File: src/rtl/uart_pkg.sv
// Shared UART constants and the FIFO pointer/level type used by both TX and RX FIFOs.
package uart_pkg;

  localparam int UART_DATA_W     = 8;
  localparam int UART_TXFF_DEPTH = 16;
  localparam int UART_TXFF_AW    = 4;

  // One extra bit over the address width: wrap bit for pointers, 0..DEPTH for levels.
  typedef logic [UART_TXFF_AW:0] uart_ptr_t;

endpackage

File: src/rtl/uart_tx_fifo_if.sv
// TX FIFO request/status bundle between the APB register block, the transmitter and the FIFO.
// apb_thr exists only when UART_TXFF_THR_EN is defined.
interface uart_tx_fifo_if #(
  parameter int DATA_W = 8,
  parameter int ADDR_W = 4
);
  // Requests are single-cycle strobes with no ready: a push is taken unless the FIFO is full
  // with no pop that cycle (then dropped and flagged in txff_ovf); a pop on empty is ignored.
  logic              apb_wr;
  logic [DATA_W-1:0] apb_wdata;
  logic              tx_txff_rd;
  logic              apb_flush;
  logic              apb_ovf_clr;
`ifdef UART_TXFF_THR_EN
  logic [ADDR_W:0]   apb_thr;
`endif
  logic [DATA_W-1:0] txff_data;
  logic              txff_empty;
  logic              txff_full;
  logic [ADDR_W:0]   txff_level;
  logic              txff_ovf;
  logic              txff_thr_irq;

  modport master (
    output apb_wr, apb_wdata, tx_txff_rd, apb_flush, apb_ovf_clr,
`ifdef UART_TXFF_THR_EN
    output apb_thr,
`endif
    input  txff_data, txff_empty, txff_full, txff_level, txff_ovf, txff_thr_irq
  );

  modport slave (
    input  apb_wr, apb_wdata, tx_txff_rd, apb_flush, apb_ovf_clr,
`ifdef UART_TXFF_THR_EN
    input  apb_thr,
`endif
    output txff_data, txff_empty, txff_full, txff_level, txff_ovf, txff_thr_irq
  );

endinterface

File: src/rtl/uart_fifo_mem.sv
// DEPTH x DW register array: synchronous write, asynchronous read. Contents are not reset.
module uart_fifo_mem #(
  parameter int DEPTH = 16,
  parameter int AW    = 4,
  parameter int DW    = 8
) (
  input  logic          clk,
  input  logic          we,
  input  logic [AW-1:0] waddr,
  input  logic [DW-1:0] wdata,
  input  logic [AW-1:0] raddr,
  output logic [DW-1:0] rdata
);

  logic [DW-1:0] mem_q [DEPTH];

  always_ff @(posedge clk) begin
    if (we) mem_q[waddr] <= wdata;
  end

  assign rdata = mem_q[raddr];

endmodule

File: src/rtl/uart_tx_fifo.sv
// UART transmit FIFO, first-word-fall-through, with sticky overrun and flush.
// Optional threshold interrupt compiled in with UART_TXFF_THR_EN.
module uart_tx_fifo
  import uart_pkg::*;
#(
  parameter int DEPTH  = UART_TXFF_DEPTH,
  parameter int ADDR_W = UART_TXFF_AW,
  parameter int DATA_W = UART_DATA_W
) (
  input  logic            pclk,
  input  logic            prst_n,
  uart_tx_fifo_if.slave   bus
);

  logic [ADDR_W:0]   wr_ptr_q, wr_ptr_d;
  logic [ADDR_W:0]   rd_ptr_q, rd_ptr_d;
  logic              ovf_q, ovf_d;
  logic              thr_irq_q, thr_irq_d;
  logic [ADDR_W:0]   level;
  logic              empty, full;
  logic              pop_ok, push_ok, overrun, mem_we;
  logic [DATA_W-1:0] mem_rdata;

  // Status comes only from the registered pointers, never from the request inputs.
  assign empty = (wr_ptr_q == rd_ptr_q);
  assign full  = (wr_ptr_q[ADDR_W-1:0] == rd_ptr_q[ADDR_W-1:0]) &&
                 (wr_ptr_q[ADDR_W] != rd_ptr_q[ADDR_W]);
  assign level = wr_ptr_q - rd_ptr_q;

  // A pop frees the head slot this cycle, so a full FIFO can still take a push alongside it.
  assign pop_ok  = bus.tx_txff_rd && !empty;
  assign push_ok = bus.apb_wr && (!full || pop_ok);
  assign overrun = bus.apb_wr && full && !pop_ok && !bus.apb_flush;
  assign mem_we  = push_ok && !bus.apb_flush;

  always_comb begin
    wr_ptr_d = wr_ptr_q;
    rd_ptr_d = rd_ptr_q;
    ovf_d    = ovf_q;
    if (bus.apb_flush) begin
      wr_ptr_d = '0;
      rd_ptr_d = '0;
    end else begin
      if (push_ok) wr_ptr_d = wr_ptr_q + 1'b1;
      if (pop_ok)  rd_ptr_d = rd_ptr_q + 1'b1;
    end
    if (bus.apb_ovf_clr) ovf_d = 1'b0;
    if (overrun)         ovf_d = 1'b1;
  end

`ifdef UART_TXFF_THR_EN
  always_comb begin
    thr_irq_d = (bus.apb_thr != '0) && (level <= bus.apb_thr);
  end
`else
  always_comb begin
    thr_irq_d = 1'b0;
  end
`endif

  always_ff @(posedge pclk) begin
    if (!prst_n) begin
      wr_ptr_q  <= '0;
      rd_ptr_q  <= '0;
      ovf_q     <= 1'b0;
      thr_irq_q <= 1'b0;
    end else begin
      wr_ptr_q  <= wr_ptr_d;
      rd_ptr_q  <= rd_ptr_d;
      ovf_q     <= ovf_d;
      thr_irq_q <= thr_irq_d;
    end
  end

  uart_fifo_mem #(
    .DEPTH (DEPTH),
    .AW    (ADDR_W),
    .DW    (DATA_W)
  ) u_mem (
    .clk   (pclk),
    .we    (mem_we),
    .waddr (wr_ptr_q[ADDR_W-1:0]),
    .wdata (bus.apb_wdata),
    .raddr (rd_ptr_q[ADDR_W-1:0]),
    .rdata (mem_rdata)
  );

  assign bus.txff_data    = empty ? '0 : mem_rdata;
  assign bus.txff_empty   = empty;
  assign bus.txff_full    = full;
  assign bus.txff_level   = level;
  assign bus.txff_ovf     = ovf_q;
  assign bus.txff_thr_irq = thr_irq_q;

endmodule

File: src/flat_wrapper.sv
// flat-port wrapper written by rule: the top's interface ports become plain ports
module uart_tx_fifo_flat import uart_pkg::*;
#(
  parameter int DEPTH  = UART_TXFF_DEPTH,
  parameter int ADDR_W = UART_TXFF_AW,
  parameter int DATA_W = UART_DATA_W
)
  (pclk, prst_n, bus_apb_wr, bus_apb_wdata, bus_tx_txff_rd, bus_apb_flush, bus_apb_ovf_clr, bus_txff_data, bus_txff_empty, bus_txff_full, bus_txff_level, bus_txff_ovf, bus_txff_thr_irq);
  uart_tx_fifo_if #(.DATA_W(DATA_W), .ADDR_W(ADDR_W)) bus_i ();
  input  logic pclk;
  input  logic prst_n;
  input wire logic [$bits(bus_i.apb_wr)-1:0] bus_apb_wr;
  input wire logic [$bits(bus_i.apb_wdata)-1:0] bus_apb_wdata;
  input wire logic [$bits(bus_i.tx_txff_rd)-1:0] bus_tx_txff_rd;
  input wire logic [$bits(bus_i.apb_flush)-1:0] bus_apb_flush;
  input wire logic [$bits(bus_i.apb_ovf_clr)-1:0] bus_apb_ovf_clr;
  output wire logic [$bits(bus_i.txff_data)-1:0] bus_txff_data;
  output wire logic [$bits(bus_i.txff_empty)-1:0] bus_txff_empty;
  output wire logic [$bits(bus_i.txff_full)-1:0] bus_txff_full;
  output wire logic [$bits(bus_i.txff_level)-1:0] bus_txff_level;
  output wire logic [$bits(bus_i.txff_ovf)-1:0] bus_txff_ovf;
  output wire logic [$bits(bus_i.txff_thr_irq)-1:0] bus_txff_thr_irq;
  assign bus_i.apb_wr = bus_apb_wr;
  assign bus_i.apb_wdata = bus_apb_wdata;
  assign bus_i.tx_txff_rd = bus_tx_txff_rd;
  assign bus_i.apb_flush = bus_apb_flush;
  assign bus_i.apb_ovf_clr = bus_apb_ovf_clr;
  assign bus_txff_data = bus_i.txff_data;
  assign bus_txff_empty = bus_i.txff_empty;
  assign bus_txff_full = bus_i.txff_full;
  assign bus_txff_level = bus_i.txff_level;
  assign bus_txff_ovf = bus_i.txff_ovf;
  assign bus_txff_thr_irq = bus_i.txff_thr_irq;
  uart_tx_fifo #(.DEPTH(DEPTH), .ADDR_W(ADDR_W), .DATA_W(DATA_W)) u_core (.pclk(pclk), .prst_n(prst_n), .bus(bus_i));
endmodule
File: config.mk
export PLATFORM = sky130hd
export DESIGN_NAME = uart_tx_fifo_flat
export DESIGN_NICKNAME = d
export VERILOG_FILES = /design/src/rtl/uart_pkg.sv /design/src/rtl/uart_tx_fifo_if.sv /design/src/rtl/uart_fifo_mem.sv /design/src/rtl/uart_tx_fifo.sv /design/src/flat_wrapper.sv
export SDC_FILE = /design/constraint.sdc
export NUM_CORES = 1
export LEC_CHECK = 0
export CAP_MARGIN = 30
export CORE_MARGIN = 5
export CORE_UTILIZATION = 60
export CTS_CLUSTER_DIAMETER = 30
export DETAILED_ROUTE_END_ITERATION = 16
export HOLD_SLACK_MARGIN = 0.12
export PLACE_DENSITY = 0.86
export SLEW_MARGIN = 20
export SYNTH_ARGS = -nofsm -noshare
export SYNTH_HDL_FRONTEND = slang
export SYNTH_SLANG_ARGS = --single-unit
File: constraint.sdc
create_clock -name pclk -period 3.97 [get_ports pclk]
set_input_delay 0.9925 -clock pclk [delete_from_list [all_inputs] [get_ports pclk]]
set_output_delay 0.9925 -clock pclk [all_outputs]
set_load 0.03 [all_outputs]
==> flow_summary.yaml, run 1 <==
sta:
  setup_viol: 0
  timing.final.crit_share_pct: 95.01
  tns_ns: 0
  hold_violations: 0
  holdWs_ns: 0.5316
  fin_skew_ns: 0.01105
  period_minus_slack_ns: 3.772
  relSlewSlack_pct: 32.70
  max_clock_freq_mhz: 265.1
  worstMarginPinSlew_ns: 1.006
  drv_slew: 0
  rsz0062_at_grt: "false"
  setup_slack_ns: 0.1979
logic_synthesis:
  async_reset_ff_share_pct: 0
  synth_area_um2: 5886
  synth_edf_count: 128
  synthesis.nets: 341
  yosysTopAreaCellShare_pct: 65.31
  syn_area_per_cell_um2: 18.57
  yosys_warnings: 0
  synthCells: 317
  synth_area_leader_cell: "edfxtp_1"
  synthDistinctLibCells: 38
  synthTopCellsByArea: "edfxtp_1 (65%), mux4_2 (8.8%), dfxtp_1 (5.1%), mux4_1 (4.0%), a211oi_1 (2.0%)"
  synth_seq_cells: 143
  synth_ff_type: "edfxtp_1"
  seq_area_frac_synth_pct: 70.41
floorplan:
  die_h_um: 109.0
  dieArea_um2: 11890
  io_pins: 31
  core_um2: 9684
  rows: 36
  start_util_pct: 60.78
  die_w_um: 109.0
critical_path:
  start_kind: "flop"
  cp-end-kind: "primary output"
  setup.worst_path.class: "reg2out"
  worstPathMaxFanout: 10
  crit_required_ns: 2.98
  arrival_ns: 2.78
cts:
  clockBufferDepth: 2
  clkTransAtPathRegs_ns: 0.06
  clock_sinks: 143
  cts_tree: "yes"
  postCtsSetupBuffers: 0
  cts-root-buf: "clkbuf_8"
  numCtsBuffers: 17
  cts_max_level: 4
  clock_latency_ns: 0.52
power_and_ir_drop:
  intPower_mw: 2.532
  finalPower_mw: 3.219
  pwr-share-seq_pct: 51.2
  sw_frac_of_total_pct: 21.35
  max-vdd-ir-drop_mv: 0.2453
  power_frac_comb_pct: 3.8
  power.density_nw_per_um2: 465.4
  clkPwrFrac_pct: 45.0
  leakage_nw: 2.305
  power.net_switching_uw: 687.4
drt:
  dr.first_iter.drc_count: 310
  vias: 3025
  drt_first_pass_iters: 5
  finalWirelength_um: 11460
  avgViaCountPerCell: 5.955
  drc: 0
  wl_per_cell_um: 22.56
  ant_nets: 0
run_status:
  outcome: "complete, no violations"
placed_design:
  dpl.hpwl_um: 7273
  placed_area_um2: 6349
  gp_congestion: 0.8139
  port_buffers: 29
  placed_cells: 476
  dpl_worst_slack_ns: 0.3817
cells_and_area:
  final_util_pct: 71.43
  drive_above_1_share_pct: 19.47
  area_growth_pct: 17.54
  diodes: 0
  regArea_um2: 4146
  nNetsFinal: 386
  multi_input_area_um2: 1584
  fillers: 575
  layout.cells.non_filler: 508
  final_area_um2: 6918
min_path:
  hold_path.class: "reg2reg"
global_route:
  grt_max_degree: 33
  grt-ovfl-total: 0
  grt_pass1_vias: 3218
  grt_antenna_before_repair: 0
  grt_pass1_wl_um: 17900
  grt_usage_pct: 21.58
flow_run:
  drv_cap: 0
[power groups by stage]
stage               sequential, mW  clock (mW)  combinational, mW
global placement              1.68           0              0.119
finish                        1.65        1.45              0.123
floorplan                     1.68           0             0.0633
global route                  1.65        1.54              0.133
CTS                           1.65        1.46              0.125
detailed placement            1.68           0              0.124
[state kept, by name, summed over array words and instances, names as in the netlist, named ones only]
register             cells
u_core.bus.txff_ovf      1
u_core.rd_ptr_q          5
u_core.u_mem.mem_q     128
u_core.wr_ptr_q          5
[area by class of cell]
| type | count | area share [%] |
|---|---|---|
| multi-input cells | 148 | 22.90 |
| well taps | 133 | 2.406 |
| inverters | 9 | 0.4883 |
| repair buffers | 43 | 6.294 |
| clock buffers | 17 | 5.987 |
| flip-flops and latches | 143 | 59.94 |
| clock inverters | 15 | 1.990 |
[worst max-delay path, stage by stage (launching register included)]
cell	delay, ns
dfxtp_2	0.50
buf_12	0.19
mux4_2	0.48
nor2b_1	0.14
a211oi_1	0.24
a211oi_1	0.08
clkdlybuf4s50_1	0.63
[kinds of logic after synthesis]
| logic type | synth area share [%] |
|---|---|
| adders and majority gates | 2.253 |
| buffers and inverters | 2.678 |
| xor gates and xnor gates | 1.616 |
| AOI/OAI and AO/OA | 3.678 |
| and+or+nand+nor | 4.783 |
| DFF | 70.41 |
| muxes | 14.52 |
| other | 0.06371 |
[final timing paths]
| path | cells after the start | slack, ns | start | endpoint |
|---|---|---|---|---|
| setup reg to reg | 6 | 1.00 | u_core.wr_ptr_q[0]$_SDFFE_PP0P_ | u_core.u_mem.mem_q[11][3]$_DFFE_PP_ |
| hold reg to reg | 2 | 0.53 | u_core.rd_ptr_q[3]$_SDFFE_PP0N_ | flop |
| setup / recovery | 6 | 0.20 | flop | bus_txff_data[6] |
| hold / removal | 2 | 0.53 | u_core.rd_ptr_q[3]$_SDFFE_PP0N_ | flop |
[metal layers]
layer | part of all wire, % | up-vias | track usage [%] | routed length (um)
li1 | - | 1367 | - | -
met1 | 38 | 1531 | 25.80 | 4304
met2 | 53 | 106 | 37.24 | 6112
met3 | 6.4 | 21 | 6.335 | 735
met4 | 2.7 | 0 | 7.845 | 305
met5 | 0 | - | 0 | 0
[layout by cell type, fill, tap and decap left out, drive strengths merged, types with 10 or more instances in the layout]
cell             n
a211oi          16
inv             13
clkdlybuf4s50   23
mux2i           10
nor2            22
clkbuf          17
edfxtp         128
dfxtp           15
buf             14
mux4            32
[cells in the mapped netlist, types with 2 or more instances]
master and instances:
xnor2_1 6, buf_4 6, inv_1 9, dfxtp_1 15
mux4_1 9, a21o_1 2, clkbuf_1 2, a211oi_1 16
buf_6 2, or3_1 4, ha_1 9, mux4_2 23
buf_2 5, nand2b_1 5, nand4_1 3, nor2b_1 9
a21oi_1 6, mux2i_1 10, nor2_1 22, edfxtp_1 128
nor3_1 4, xor2_1 3, o21ai_0 4
[repair_timing]
item                                    CTS  global route
hold buffers                              0             0
endpoints found under the setup margin    8             6
cloned                                    0             0
endpoints found under the hold margin     0             0
gates resized for setup                   2             6
Note: power is estimated with default switching activity, not from simulation.
==> inputs of run 2 (changes only) <==
- CELL_PAD_IN_SITES_DETAIL_PLACEMENT: default -> 0
- CELL_PAD_IN_SITES_GLOBAL_PLACEMENT: default -> 2
- CORE_UTILIZATION: 60 -> 49
- PLACE_DENSITY: 0.86 -> 0.9
==> run 2 against run 1 <==
Clock skew fell by 0.0060 ns. Global-route usage decreased by 4.0 points. Sequential share of layout area decreased by 0.56 points. Clock power rose by 15%. Worst hold slack improved by 0.0069 ns. Via count increased by 0.23%. Final cell count is 3.1% higher. Clock-buffer cell count up 1. Combinational power barely moved. Sequential power hardly changed. Largest cell class unchanged. Highest routed layer unchanged.
==> flow_summary.yaml, run 2 (synthesized netlist as in run 1, its figures left out) <==
critical_path:
  setup.worst_path.class: "reg2out"
  cp-end-kind: "primary output"
  worstPathMaxFanout: 17
  start_kind: "flop"
  crit_required_ns: 2.98
  arrival_ns: 2.82
cells_and_area:
  layout.cells.non_filler: 524
  regArea_um2: 4144
  final_util_pct: 58.59
  area_growth_pct: 18.58
  nNetsFinal: 388
  largest_register_ffs: 128
  drive_above_1_share_pct: 18.57
  final_cell_mix: "edfxtp_1 (128), clkdlybuf4s50_1 (28), mux4_2 (23)"
  top_regs: "u_core.u_mem.mem_q: 128 flops, u_core.rd_ptr_q: 5 flops, u_core.wr_ptr_q: 5 flops"
  layout_commonest_cell: "edfxtp_1"
  regMostFlops: "u_core.u_mem.mem_q"
  diodes: 0
  fillers: 892
  multi_input_area_um2: 1584
cts:
  cts_max_level: 4
  cts_tree: "yes"
  clock_latency_ns: 0.41
  ctsResizeCount: 0
  clock_sinks: 143
  postCtsSetupBuffers: 0
  clockBufferDepth: 2
  cts-root-buf: "clkbuf_16"
  cts-hold-fix-buffers: 0
  numCtsBuffers: 17
  clkTransAtPathRegs_ns: 0.06
global_route:
  grt_pass1_wl_um: 18440
  grt_pass1_vias: 3125
  grt-ovfl-total: 0
  grt_usage_pct: 17.62
  grt_antenna_before_repair: 0
  grt_max_degree: 18
drt:
  drc: 0
  wl_per_cell_um: 22.35
  vias: 3032
  drt_first_pass_iters: 4
  dr.first_iter.drc_count: 233
  ant_nets: 0
  finalWirelength_um: 11710
  avgViaCountPerCell: 5.786
power_and_ir_drop:
  power_frac_comb_pct: 3.6
  pwr-share-seq_pct: 47.9
  power.net_switching_uw: 647.3
  leakage_nw: 2.240
  sw_frac_of_total_pct: 18.80
  max-vdd-ir-drop_mv: 0.2398
  power.density_nw_per_um2: 493.4
  intPower_mw: 2.796
  clkPwrFrac_pct: 48.5
sta:
  period_minus_slack_ns: 3.812
  fin_skew_ns: 0.005039
  relSlewSlack_pct: 44.48
  holdWs_ns: 0.5386
  hold_violations: 0
  tns_ns: 0
  max_clock_freq_mhz: 262.3
  worstMarginPinSlew_ns: 0.8257
  rsz0062_at_grt: "false"
  timing.final.crit_share_pct: 96.02
  setup_viol: 0
  drv_slew: 0
floorplan:
  core_um2: 11910
  dieArea_um2: 14300
  start_util_pct: 49.41
  die_h_um: 119.6
  rows: 40
  die_w_um: 119.6
  io_pins: 31
placed_design:
  gp_congestion: 0.7862
  dpl.hpwl_um: 7628
  placed_cells: 492
  port_buffers: 29
flow_run:
  drv_cap: 0
run_status:
  outcome: "complete, no violations"
min_path:
  hold_path.class: "reg2reg"
==> run 2: layout make-up <==
| cell class | instances | area share (%) |
|---|---|---|
| clock inverter | 14 | 2.815 |
| timing repair buffer | 45 | 5.844 |
| inverter | 9 | 0.4840 |
| sequential | 143 | 59.38 |
| tap | 147 | 2.635 |
| multi-input combinational | 148 | 22.70 |
| clock buffer | 18 | 6.149 |
==> run 2: worst paths after layout <==
check,start,end,slack (ns),depth (start not counted)
worst min register to register,u_core.rd_ptr_q[3]$_SDFFE_PP0N_,u_core.rd_ptr_q[3]$_SDFFE_PP0N_,0.54,2
worst max-delay path,flop,bus_txff_data[0],0.16,6
worst min-delay path,u_core.rd_ptr_q[3]$_SDFFE_PP0N_,u_core.rd_ptr_q[3]$_SDFFE_PP0N_,0.54,2
worst max register to register,u_core.wr_ptr_q[0]$_SDFFE_PP0P_,u_core.u_mem.mem_q[6][5]$_DFFE_PP_,1.17,6
==> run 2: layer usage <==
metal  up-vias  share of wire, %  global-route usage [%]  wire length, um
met4         0               1.5                   5.941              172
li1       1364                 -                       -                -
met2        94                50                   28.11             5844
met1      1555                43                   23.82             5034
met5         -                 0                       0                0
met3        19               5.6                   4.571              658
==> run 2: power by group through the flow <==
stage | sequential (mW) | combinational [mW] | clock, mW
3_5_place_dp | 1.68 | 0.126 | 0
6_report | 1.65 | 0.126 | 1.67
5_1_grt | 1.65 | 0.135 | 1.77
3_3_place_gp | 1.68 | 0.124 | 0
4_1_cts | 1.65 | 0.127 | 1.69
2_1_floorplan | 1.68 | 0.0633 | 0
==> run 2: critical path, stage by stage (launching register included) <==
cell and delay (ns):
dfxtp_1 0.32, buf_4 0.30, mux4_1 0.60, nor2b_1 0.16, a211oi_1 0.31, a211oi_1 0.09
clkdlybuf4s50_1 0.63
==> run 2: metrics by stage <==
step / worst slack, ns / power (mW) / instance area, um2
after detailed placement: 0.5570 / 1.806 / 6354
after global routing: 0.008555 / 3.551 / 6979
after global placement: 0.5707 / 1.803 / 6354
after floorplan: 1.003 / 1.742 / 5886
final: 0.1581 / 3.443 / 6979
after CTS: 0.09316 / 3.466 / 6979
